$ cat config.mk
export PLATFORM = sky130hd
export DESIGN_NAME = rdma_tx_pkt_arbiter
export DESIGN_NICKNAME = d
export VERILOG_FILES = /design/src/rtl/rdma_tx_pkt_arbiter.sv
export SDC_FILE = /design/constraint.sdc
export NUM_CORES = 2
export LEC_CHECK = 0
export ABC_AREA = 1
export BUFFER_PORTS_ARGS = -buffer_cell sky130_fd_sc_hd__buf_2
export CAP_MARGIN = 5
export CORE_AREA = 3 3 711 713
export CTS_BUF_LIST = sky130_fd_sc_hd__clkbuf_8
export CTS_CLUSTER_DIAMETER = 120
export DETAILED_ROUTE_END_ITERATION = 10
export DIE_AREA = 0 0 714 716
export PLACE_DENSITY = 0.39
export RECOVER_POWER = 100
export SYNTH_ARGS = -nofsm -noshare
export SYNTH_HDL_FRONTEND = slang
export SYNTH_SLANG_ARGS = --single-unit
$ cat constraint.sdc
create_clock -name clk -period 3.1 [get_ports clk]
set_clock_uncertainty 0.05 [all_clocks]
set_input_delay 0.155 -clock clk [delete_from_list [all_inputs] [get_ports clk]]
set_output_delay 0.155 -clock clk [all_outputs]
set_load 0.005 [all_outputs]
$ cat src/rtl/rdma_tx_pkt_arbiter.sv
// -----------------------------------------------------------------------------
// rdma_tx_pkt_arbiter
//
// Packet-granular two-input round-robin arbiter. It merges the ERNIC RoCE TX
// stream (port 0) and the host non-RoCE TX stream (port 1) onto the single CMAC
// TX AXI-Stream. A grant is held from the first beat of a packet through its
// tlast, so packets from the two sources are never interleaved. The output
// stage is a registered 2-entry (main + skid) buffer. Per-source packet
// counters and a source tag (m_axis_tid) provide debug visibility.
//
// Ports:
//   clk, rst             single clock, synchronous active-high reset
//   s0_axis_*            RoCE TX stream in (tdata/tkeep/tlast/tuser/tvalid/tready)
//   s1_axis_*            non-RoCE TX stream in (same shape as s0)
//   m_axis_*             merged stream out to CMAC; tid = source (0 RoCE, 1 other)
//   roce_pkt_cnt         packets emitted from port 0 (wraps)
//   other_pkt_cnt        packets emitted from port 1 (wraps)
// -----------------------------------------------------------------------------
module rdma_tx_pkt_arbiter #(
    parameter int DATA_WIDTH = 512,
    parameter int KEEP_WIDTH = 64,
    parameter int CNT_WIDTH  = 32
) (
    input  logic                  clk,
    input  logic                  rst,

    input  logic [DATA_WIDTH-1:0] s0_axis_tdata,
    input  logic [KEEP_WIDTH-1:0] s0_axis_tkeep,
    input  logic                  s0_axis_tlast,
    input  logic                  s0_axis_tuser,
    input  logic                  s0_axis_tvalid,
    output logic                  s0_axis_tready,

    input  logic [DATA_WIDTH-1:0] s1_axis_tdata,
    input  logic [KEEP_WIDTH-1:0] s1_axis_tkeep,
    input  logic                  s1_axis_tlast,
    input  logic                  s1_axis_tuser,
    input  logic                  s1_axis_tvalid,
    output logic                  s1_axis_tready,

    output logic [DATA_WIDTH-1:0] m_axis_tdata,
    output logic [KEEP_WIDTH-1:0] m_axis_tkeep,
    output logic                  m_axis_tlast,
    output logic                  m_axis_tuser,
    output logic                  m_axis_tid,
    output logic                  m_axis_tvalid,
    input  logic                  m_axis_tready,

    output logic [CNT_WIDTH-1:0]  roce_pkt_cnt,
    output logic [CNT_WIDTH-1:0]  other_pkt_cnt
);

    localparam logic [0:0] S_IDLE = 1'b0;
    localparam logic [0:0] S_PKT  = 1'b1;

    localparam logic [CNT_WIDTH-1:0] CNT_ONE = {{(CNT_WIDTH-1){1'b0}}, 1'b1};

    // Arbitration state
    logic [0:0]            state_r;
    logic [0:0]            state_nxt_s;
    logic                  grant_r;
    logic                  grant_nxt_s;
    logic                  last_grant_r;
    logic                  last_grant_nxt_s;

    // Output buffer: main entry drives m_axis directly, skid absorbs one beat
    logic                  main_valid_r;
    logic [DATA_WIDTH-1:0] main_data_r;
    logic [KEEP_WIDTH-1:0] main_keep_r;
    logic                  main_last_r;
    logic                  main_user_r;
    logic                  main_tid_r;

    logic                  skid_full_r;
    logic [DATA_WIDTH-1:0] skid_data_r;
    logic [KEEP_WIDTH-1:0] skid_keep_r;
    logic                  skid_last_r;
    logic                  skid_user_r;
    logic                  skid_tid_r;

    logic [CNT_WIDTH-1:0]  roce_cnt_r;
    logic [CNT_WIDTH-1:0]  other_cnt_r;

    // Selected (granted) input beat
    logic [DATA_WIDTH-1:0] sel_data_s;
    logic [KEEP_WIDTH-1:0] sel_keep_s;
    logic                  sel_last_s;
    logic                  sel_user_s;
    logic                  sel_valid_s;

    logic                  in_pkt_s;
    logic                  accept_s;
    logic                  m_hs_s;

    logic                  load_main_in_s;
    logic                  load_main_skid_s;
    logic                  load_skid_s;
    logic                  main_valid_nxt_s;
    logic                  skid_full_nxt_s;

    // tready depends only on registers, so no combinational path from m_axis_tready
    assign in_pkt_s       = (state_r == S_PKT);
    assign s0_axis_tready = in_pkt_s && (grant_r == 1'b0) && !skid_full_r;
    assign s1_axis_tready = in_pkt_s && (grant_r == 1'b1) && !skid_full_r;

    assign m_axis_tdata   = main_data_r;
    assign m_axis_tkeep   = main_keep_r;
    assign m_axis_tlast   = main_last_r;
    assign m_axis_tuser   = main_user_r;
    assign m_axis_tid     = main_tid_r;
    assign m_axis_tvalid  = main_valid_r;

    assign roce_pkt_cnt   = roce_cnt_r;
    assign other_pkt_cnt  = other_cnt_r;

    assign m_hs_s   = main_valid_r && m_axis_tready;
    assign accept_s = in_pkt_s && sel_valid_s && !skid_full_r;

    // Input mux driven by the registered grant
    always_comb begin
        sel_data_s  = s0_axis_tdata;
        sel_keep_s  = s0_axis_tkeep;
        sel_last_s  = s0_axis_tlast;
        sel_user_s  = s0_axis_tuser;
        sel_valid_s = s0_axis_tvalid;
        if (grant_r == 1'b1) begin
            sel_data_s  = s1_axis_tdata;
            sel_keep_s  = s1_axis_tkeep;
            sel_last_s  = s1_axis_tlast;
            sel_user_s  = s1_axis_tuser;
            sel_valid_s = s1_axis_tvalid;
        end else begin
            sel_valid_s = s0_axis_tvalid;
        end
    end

    // Arbitration FSM next-state: one idle cycle to decide, then hold to tlast
    always_comb begin
        state_nxt_s      = state_r;
        grant_nxt_s      = grant_r;
        last_grant_nxt_s = last_grant_r;
        case (state_r)
            S_IDLE: begin
                if (s0_axis_tvalid && s1_axis_tvalid) begin
                    // Both requesting: alternate away from the previous winner
                    grant_nxt_s = ~last_grant_r;
                    state_nxt_s = S_PKT;
                end else if (s0_axis_tvalid) begin
                    grant_nxt_s = 1'b0;
                    state_nxt_s = S_PKT;
                end else if (s1_axis_tvalid) begin
                    grant_nxt_s = 1'b1;
                    state_nxt_s = S_PKT;
                end else begin
                    state_nxt_s = S_IDLE;
                end
            end
            S_PKT: begin
                if (accept_s && sel_last_s) begin
                    last_grant_nxt_s = grant_r;
                    state_nxt_s      = S_IDLE;
                end else begin
                    state_nxt_s = S_PKT;
                end
            end
            default: begin
                state_nxt_s = S_IDLE;
            end
        endcase
    end

    // Skid buffer control: skid refills main first; new beats land in main
    // when it is empty or draining, otherwise in skid
    always_comb begin
        load_main_in_s   = 1'b0;
        load_main_skid_s = 1'b0;
        load_skid_s      = 1'b0;
        main_valid_nxt_s = main_valid_r;
        skid_full_nxt_s  = skid_full_r;
        if (m_hs_s && skid_full_r) begin
            // tready is low while skid is full, so no beat is accepted here
            load_main_skid_s = 1'b1;
            main_valid_nxt_s = 1'b1;
            skid_full_nxt_s  = 1'b0;
        end else if (accept_s && (!main_valid_r || m_hs_s)) begin
            load_main_in_s   = 1'b1;
            main_valid_nxt_s = 1'b1;
        end else if (accept_s) begin
            load_skid_s      = 1'b1;
            skid_full_nxt_s  = 1'b1;
        end else if (m_hs_s) begin
            main_valid_nxt_s = 1'b0;
        end else begin
            main_valid_nxt_s = main_valid_r;
        end
    end

    // FSM and grant registers
    always_ff @(posedge clk) begin
        if (rst) begin
            state_r      <= S_IDLE;
            grant_r      <= 1'b0;
            last_grant_r <= 1'b1;
        end else begin
            state_r      <= state_nxt_s;
            grant_r      <= grant_nxt_s;
            last_grant_r <= last_grant_nxt_s;
        end
    end

    // Main output entry
    always_ff @(posedge clk) begin
        if (rst) begin
            main_valid_r <= 1'b0;
            main_data_r  <= {DATA_WIDTH{1'b0}};
            main_keep_r  <= {KEEP_WIDTH{1'b0}};
            main_last_r  <= 1'b0;
            main_user_r  <= 1'b0;
            main_tid_r   <= 1'b0;
        end else begin
            main_valid_r <= main_valid_nxt_s;
            if (load_main_skid_s) begin
                main_data_r <= skid_data_r;
                main_keep_r <= skid_keep_r;
                main_last_r <= skid_last_r;
                main_user_r <= skid_user_r;
                main_tid_r  <= skid_tid_r;
            end else if (load_main_in_s) begin
                main_data_r <= sel_data_s;
                main_keep_r <= sel_keep_s;
                main_last_r <= sel_last_s;
                main_user_r <= sel_user_s;
                main_tid_r  <= grant_r;
            end else begin
                main_data_r <= main_data_r;
            end
        end
    end

    // Skid entry
    always_ff @(posedge clk) begin
        if (rst) begin
            skid_full_r <= 1'b0;
            skid_data_r <= {DATA_WIDTH{1'b0}};
            skid_keep_r <= {KEEP_WIDTH{1'b0}};
            skid_last_r <= 1'b0;
            skid_user_r <= 1'b0;
            skid_tid_r  <= 1'b0;
        end else begin
            skid_full_r <= skid_full_nxt_s;
            if (load_skid_s) begin
                skid_data_r <= sel_data_s;
                skid_keep_r <= sel_keep_s;
                skid_last_r <= sel_last_s;
                skid_user_r <= sel_user_s;
                skid_tid_r  <= grant_r;
            end else begin
                skid_data_r <= skid_data_r;
            end
        end
    end

    // Packet counters: count on the output handshake of each tlast beat
    always_ff @(posedge clk) begin
        if (rst) begin
            roce_cnt_r  <= {CNT_WIDTH{1'b0}};
            other_cnt_r <= {CNT_WIDTH{1'b0}};
        end else if (m_hs_s && main_last_r) begin
            if (main_tid_r == 1'b0) begin
                roce_cnt_r <= roce_cnt_r + CNT_ONE;
            end else begin
                other_cnt_r <= other_cnt_r + CNT_ONE;
            end
        end else begin
            roce_cnt_r  <= roce_cnt_r;
            other_cnt_r <= other_cnt_r;
        end
    end

endmodule

After elaboration in Yosys (flattened, before gate mapping). Index checks and enable logic that the tools add are counted.

Input port bits: 1161. Output and inout port bits: 646. Flip-flop bits (word level): 1227.

Multiplexer cells: 33. Bitwise gates (word level): 5. Reductions and logical operators: 25. Equality and inequality tests: 1. Add/sub/neg operators: 2.

Operator list (number): $mux 512 (3); $mux 64 (3); $add 32x1->32 const B (2); $mux 1 (26); $logic_and 1x1->1 (12); $reduce_and 2->1 (6); $reduce_bool 3->1 (2); $not 1->1 (5); $ne 3x1->1 const B (1); $logic_not 1->1 (2); $pmux 1 s2 (1); $reduce_bool 2->1 (1); $reduce_or 2->1 (1); $logic_or 1x1->1 (1).

Longest topological paths before layout.
Depth after elaboration: 8. Gate-level depth with buffers: 13.

Worst setup path before layout. Ideal clock, no wire load.

Path type: flip-flop to flip-flop. Start: register grant_r. End: register skid_data_r[381]. Data arrival time: 1.479 ns. Data required time: 2.922 ns. Path buffers: 4. Stages on the path, launching flop included: 12. Path slack: 1.443 ns. Setup time: 0.128 ns. Cells stage by stage: dfxtp_1 > buf_2 > inv_2 > nand2_1 > nand2_2 > nand3b_4 > inv_2 > nand2_2 > buf_2 > buf_2 > clkbuf_1 > a21oi_1.

Longest elaborated chain between the ends: 6. Elaborated cells on any way between the ends: 8.

RTL lines: start: declaration (RTL line 61) `logic grant_r;`; start signal: assignment (RTL line 206) `grant_r <= grant_nxt_s;`; $mux 1 (RTL line 126) `if (grant_r == 1'b1) begin`; $logic_and 1x1->1 (2 in series) (RTL line 117) `assign accept_s = in_pkt_s && sel_valid_s && !skid_full_r;`; $mux 1 / $logic_and 1x1->1 (equally long branches) (RTL line 188, 185); $mux 1 (RTL line 185) `end else if (accept_s && (!main_valid_r || m_hs_s)) begin`; $mux 1 (RTL line 180) `if (m_hs_s && skid_full_r) begin`; end signal: assignment (RTL line 244) `skid_data_r <= {DATA_WIDTH{1'b0}};`; end signal: assignment (RTL line 252) `skid_data_r <= sel_data_s;`; end signal: assignment (RTL line 258) `skid_data_r <= skid_data_r;`; end: declaration (RTL line 75) `logic [DATA_WIDTH-1:0] skid_data_r;`.

Several ways; a longest one is shown, not always the timed one. A chain may end at the register's enable or synchronous reset.

Worst setup path in the final report.
Start: register grant_r. End: register skid_data_r[243].

The elaborated chain is that of the path after synthesis.

==> reports/metrics.cfg <==
[outcome]
status=finished with violations
violations=negative setup slack

[sta]
max_freq_ghz=0.320
worst_slack_ps=-24.9
fin_setup_tns_ps=-38.3
fin_crit_sh_pct=101
worstMarginPinSlew_ps=1430
finalHoldViolCount=0
period_minus_slack_ps=3120
rsz0062_at_grt=true
slew_headroom_pct=4.64
whs_ps=97.9
report.final.setup_viol=2
maxSlewViolCount=0

[cells_and_area]
final_cell_count_no_fill=19372
register_area_um2=24600
drive_gt1_share_pct=14.3
fin_nets=13527
post-route-util_pct=19.7
syn_to_final_growth_pct=71.1
nFillCells=57881
multiInputGateArea_um2=27400

[synth]
seq_area_frac_synth_pct=42.6
async_flop_share_pct=0
synth_ff_type=dfxtp_1
synthAdderAreaFrac_pct=0.0434
yosys_warnings=0
avgSynthCellArea_um2=6.52
synth_compound_area_share_pct=20.8
synth_cell_types=27
synth_mux_area_share_pct=0
synth_xor_area_share_pct=0.0456
synth_edf_count=0
synth_top_area_share_pct=42.6
syn_inst=8839
synth_top_family_by_area=simple AND/OR/NAND/NOR gates
ys_seq_elements=1227
yosys.area.top_type=dfxtp_1
syn_area_um2=57600
yosys.area_share.simple_pct=26.5
synth_area_leaders=dfxtp_1, nand2_1, o21ai_0
syn_nets=10002
synth_most_common_cell=nand2_1
ys_top_cells_by_count=nand2_1, dfxtp_1, o21ai_0

[critical_path]
cp-end-kind=flip-flop
path_class=flip-flop to flip-flop
arrival_ps=3950
crit_required_ps=3930
critPathMaxFanout=116
start_kind=flip-flop

[clocking]
clkTransAtPathRegs_ps=50
cts_tree=done
cts-buffers-inserted=264
clkSinkCount=1227
cts_root_buf=clkbuf_8
cts_max_path_buffers=4
clkLatencyLatePin_ps=1010
cts_max_level=5

[global_routing]
grt_pass1_vias=72160
grt_pass1_wl_um=583000
grt_use_total_pct=16.1
grt_max_degree=160
grt_overflow=0
antenna_found_initial=206

[floorplanning]
die_height_um=716
die_area_um2=511000
io_pins=1807
start_util_pct=11.5
die_width_um=714
num_rows=260
core_um2=500000

[power]
ir_drop_mv=0.231
powerDensity_nw_per_um2=437
p_leak_nw=40.0

[run]
maxCapViolations=0

[place]
dp_cells=16835
place_congestion=0.934
dpl.hpwl_um=337000
io_buffer_count=1806

[detailed_routing]
post_drt_wl_per_cell_um=22.5
drt_iter0_markers=5421
drcViolationCount=0
viasPerCell=3.87
totalWireLength_um=436000
ant_nets=0
num_vias=75044
dr.pass1.iters=8

[worst_hold_path]
hp-class=input port to flip-flop

## power by group
part	leakage, nW	total (mW)	internal, mW	switching, mW
Combinational	27.2	8.66	3.86	4.80
Clock	2.88	17.8	9.41	8.41
Sequential	9.93	16.6	16.3	0.302
Total	40.0	43.1	29.5	13.5
## cells by family (layout without fill, tap and decap cells)
group / Yosys count / in the layout
XOR/XNOR: 3 / 3
adder cells (fa/ha/maj): 2 / 2
AND/OR/NAND/NOR: 3831 / 3831
other: 0 / 162
AO/OA/AOI/OAI: 2386 / 2386
buffers and inverters: 1390 / 5080
flip-flops: 1227 / 1227
## final cells by class
cell class	instances	area share [%]
inverter	674	2.58
sequential	1227	24.9
antenna	162	0.411
multi-input combinational	6222	27.8
tap	6681	8.48
clock buffer	311	4.34
clock inverter	120	0.722
timing repair buffer	3975	30.8
## worst paths after layout
kind | start | endpoint | slack [ps] | cells past startpoint
setup / recovery | grant_r | skid_data_r[243] | -20 | 8
hold / removal | s1_axis_tkeep[22] | m_axis_tkeep[22] | 100 | 7
setup reg to reg | grant_r | skid_data_r[243] | -20 | 8
hold reg to reg | skid_data_r[260] | skid_data_r[260] | 390 | 2
## layout by cell type (no fill, tap or decap), types with 4 or more instances in the layout
| cell type | netlist | layout |
|---|---|---|
| nand3_1 | 619 | 618 |
| nor2_1 | 128 | 128 |
| buf_16 | 0 | 6 |
| inv_6 | 0 | 6 |
| clkinvlp_4 | 0 | 5 |
| dfxtp_1 | 1227 | 1226 |
| buf_12 | 0 | 57 |
| clkinv_2 | 0 | 10 |
| nand2_2 | 4 | 9 |
| diode_2 | 0 | 162 |
| bufinv_16 | 0 | 4 |
| o21bai_1 | 5 | 5 |
| clkbuf_1 | 371 | 608 |
| nand4_1 | 27 | 27 |
| clkbuf_8 | 0 | 311 |
| buf_6 | 4 | 5 |
| nand2_1 | 3036 | 3026 |
| inv_8 | 0 | 9 |
| nor3_1 | 13 | 12 |
| buf_4 | 49 | 153 |
| buf_2 | 244 | 1202 |
| dlygate4sd3_1 | 0 | 1939 |
| o21ai_0 | 1189 | 1188 |
| a21oi_1 | 1188 | 1188 |
| inv_1 | 671 | 755 |
## layer usage
| metal | GRT usage [%] | part of all wire (%) | vias to the layer above |
|---|---|---|---|
| met5 | 0 | 0.11 | - |
| met4 | 8.24 | 6.1 | 76 |
| met2 | 25.9 | 45 | 2738 |
| li1 | - | - | 35752 |
| met1 | 19.5 | 41 | 35644 |
| met3 | 4.70 | 7.9 | 834 |
## stage by stage
stage	setup WS [ps]	total power, mW	area (um2)
6_report	-24.9	43.1	98600
5_1_grt	-77.9	45.3	98300
4_1_cts	18.2	44.0	98800
3_5_place_dp	447	23.3	74300
3_3_place_gp	434	23.3	74300
2_1_floorplan	1440	19.6	57600
## registers in the layout, indices dropped and copies added (netlist names)
| signal | count |
|---|---|
| grant_r | 1 |
| in_pkt_s | 1 |
| last_grant_r | 1 |
| m_axis_tdata | 512 |
| m_axis_tid | 1 |
| m_axis_tkeep | 64 |
| m_axis_tlast | 1 |
| m_axis_tuser | 1 |
| m_axis_tvalid | 1 |
| other_pkt_cnt | 32 |
| roce_pkt_cnt | 32 |
| skid_data_r | 512 |
| skid_full_r | 1 |
| skid_keep_r | 64 |
| skid_last_r | 1 |
| skid_tid_r | 1 |
| skid_user_r | 1 |
## worst max-delay path, cell delays in order (launching register included)
cell	delay [ps]
dfxtp_4	470
inv_8	80
buf_16	170
nand2_4	320
nand2_1	70
dlygate4sd3_1	580
o21ai_0	160
a21oi_1	60
dlygate4sd3_1	570
## repair_timing
action / in CTS / in global routing
hold endpoints to repair: 1226 / 0
pin swaps: 0 / 1
setup endpoints to repair: 1 / 73
hold buffers: 1940 / 0
buffers inserted: 0 / 1
resized for setup: 2 / 26
gates cloned: 0 / 3
Power figures use the tool's default switching activity.
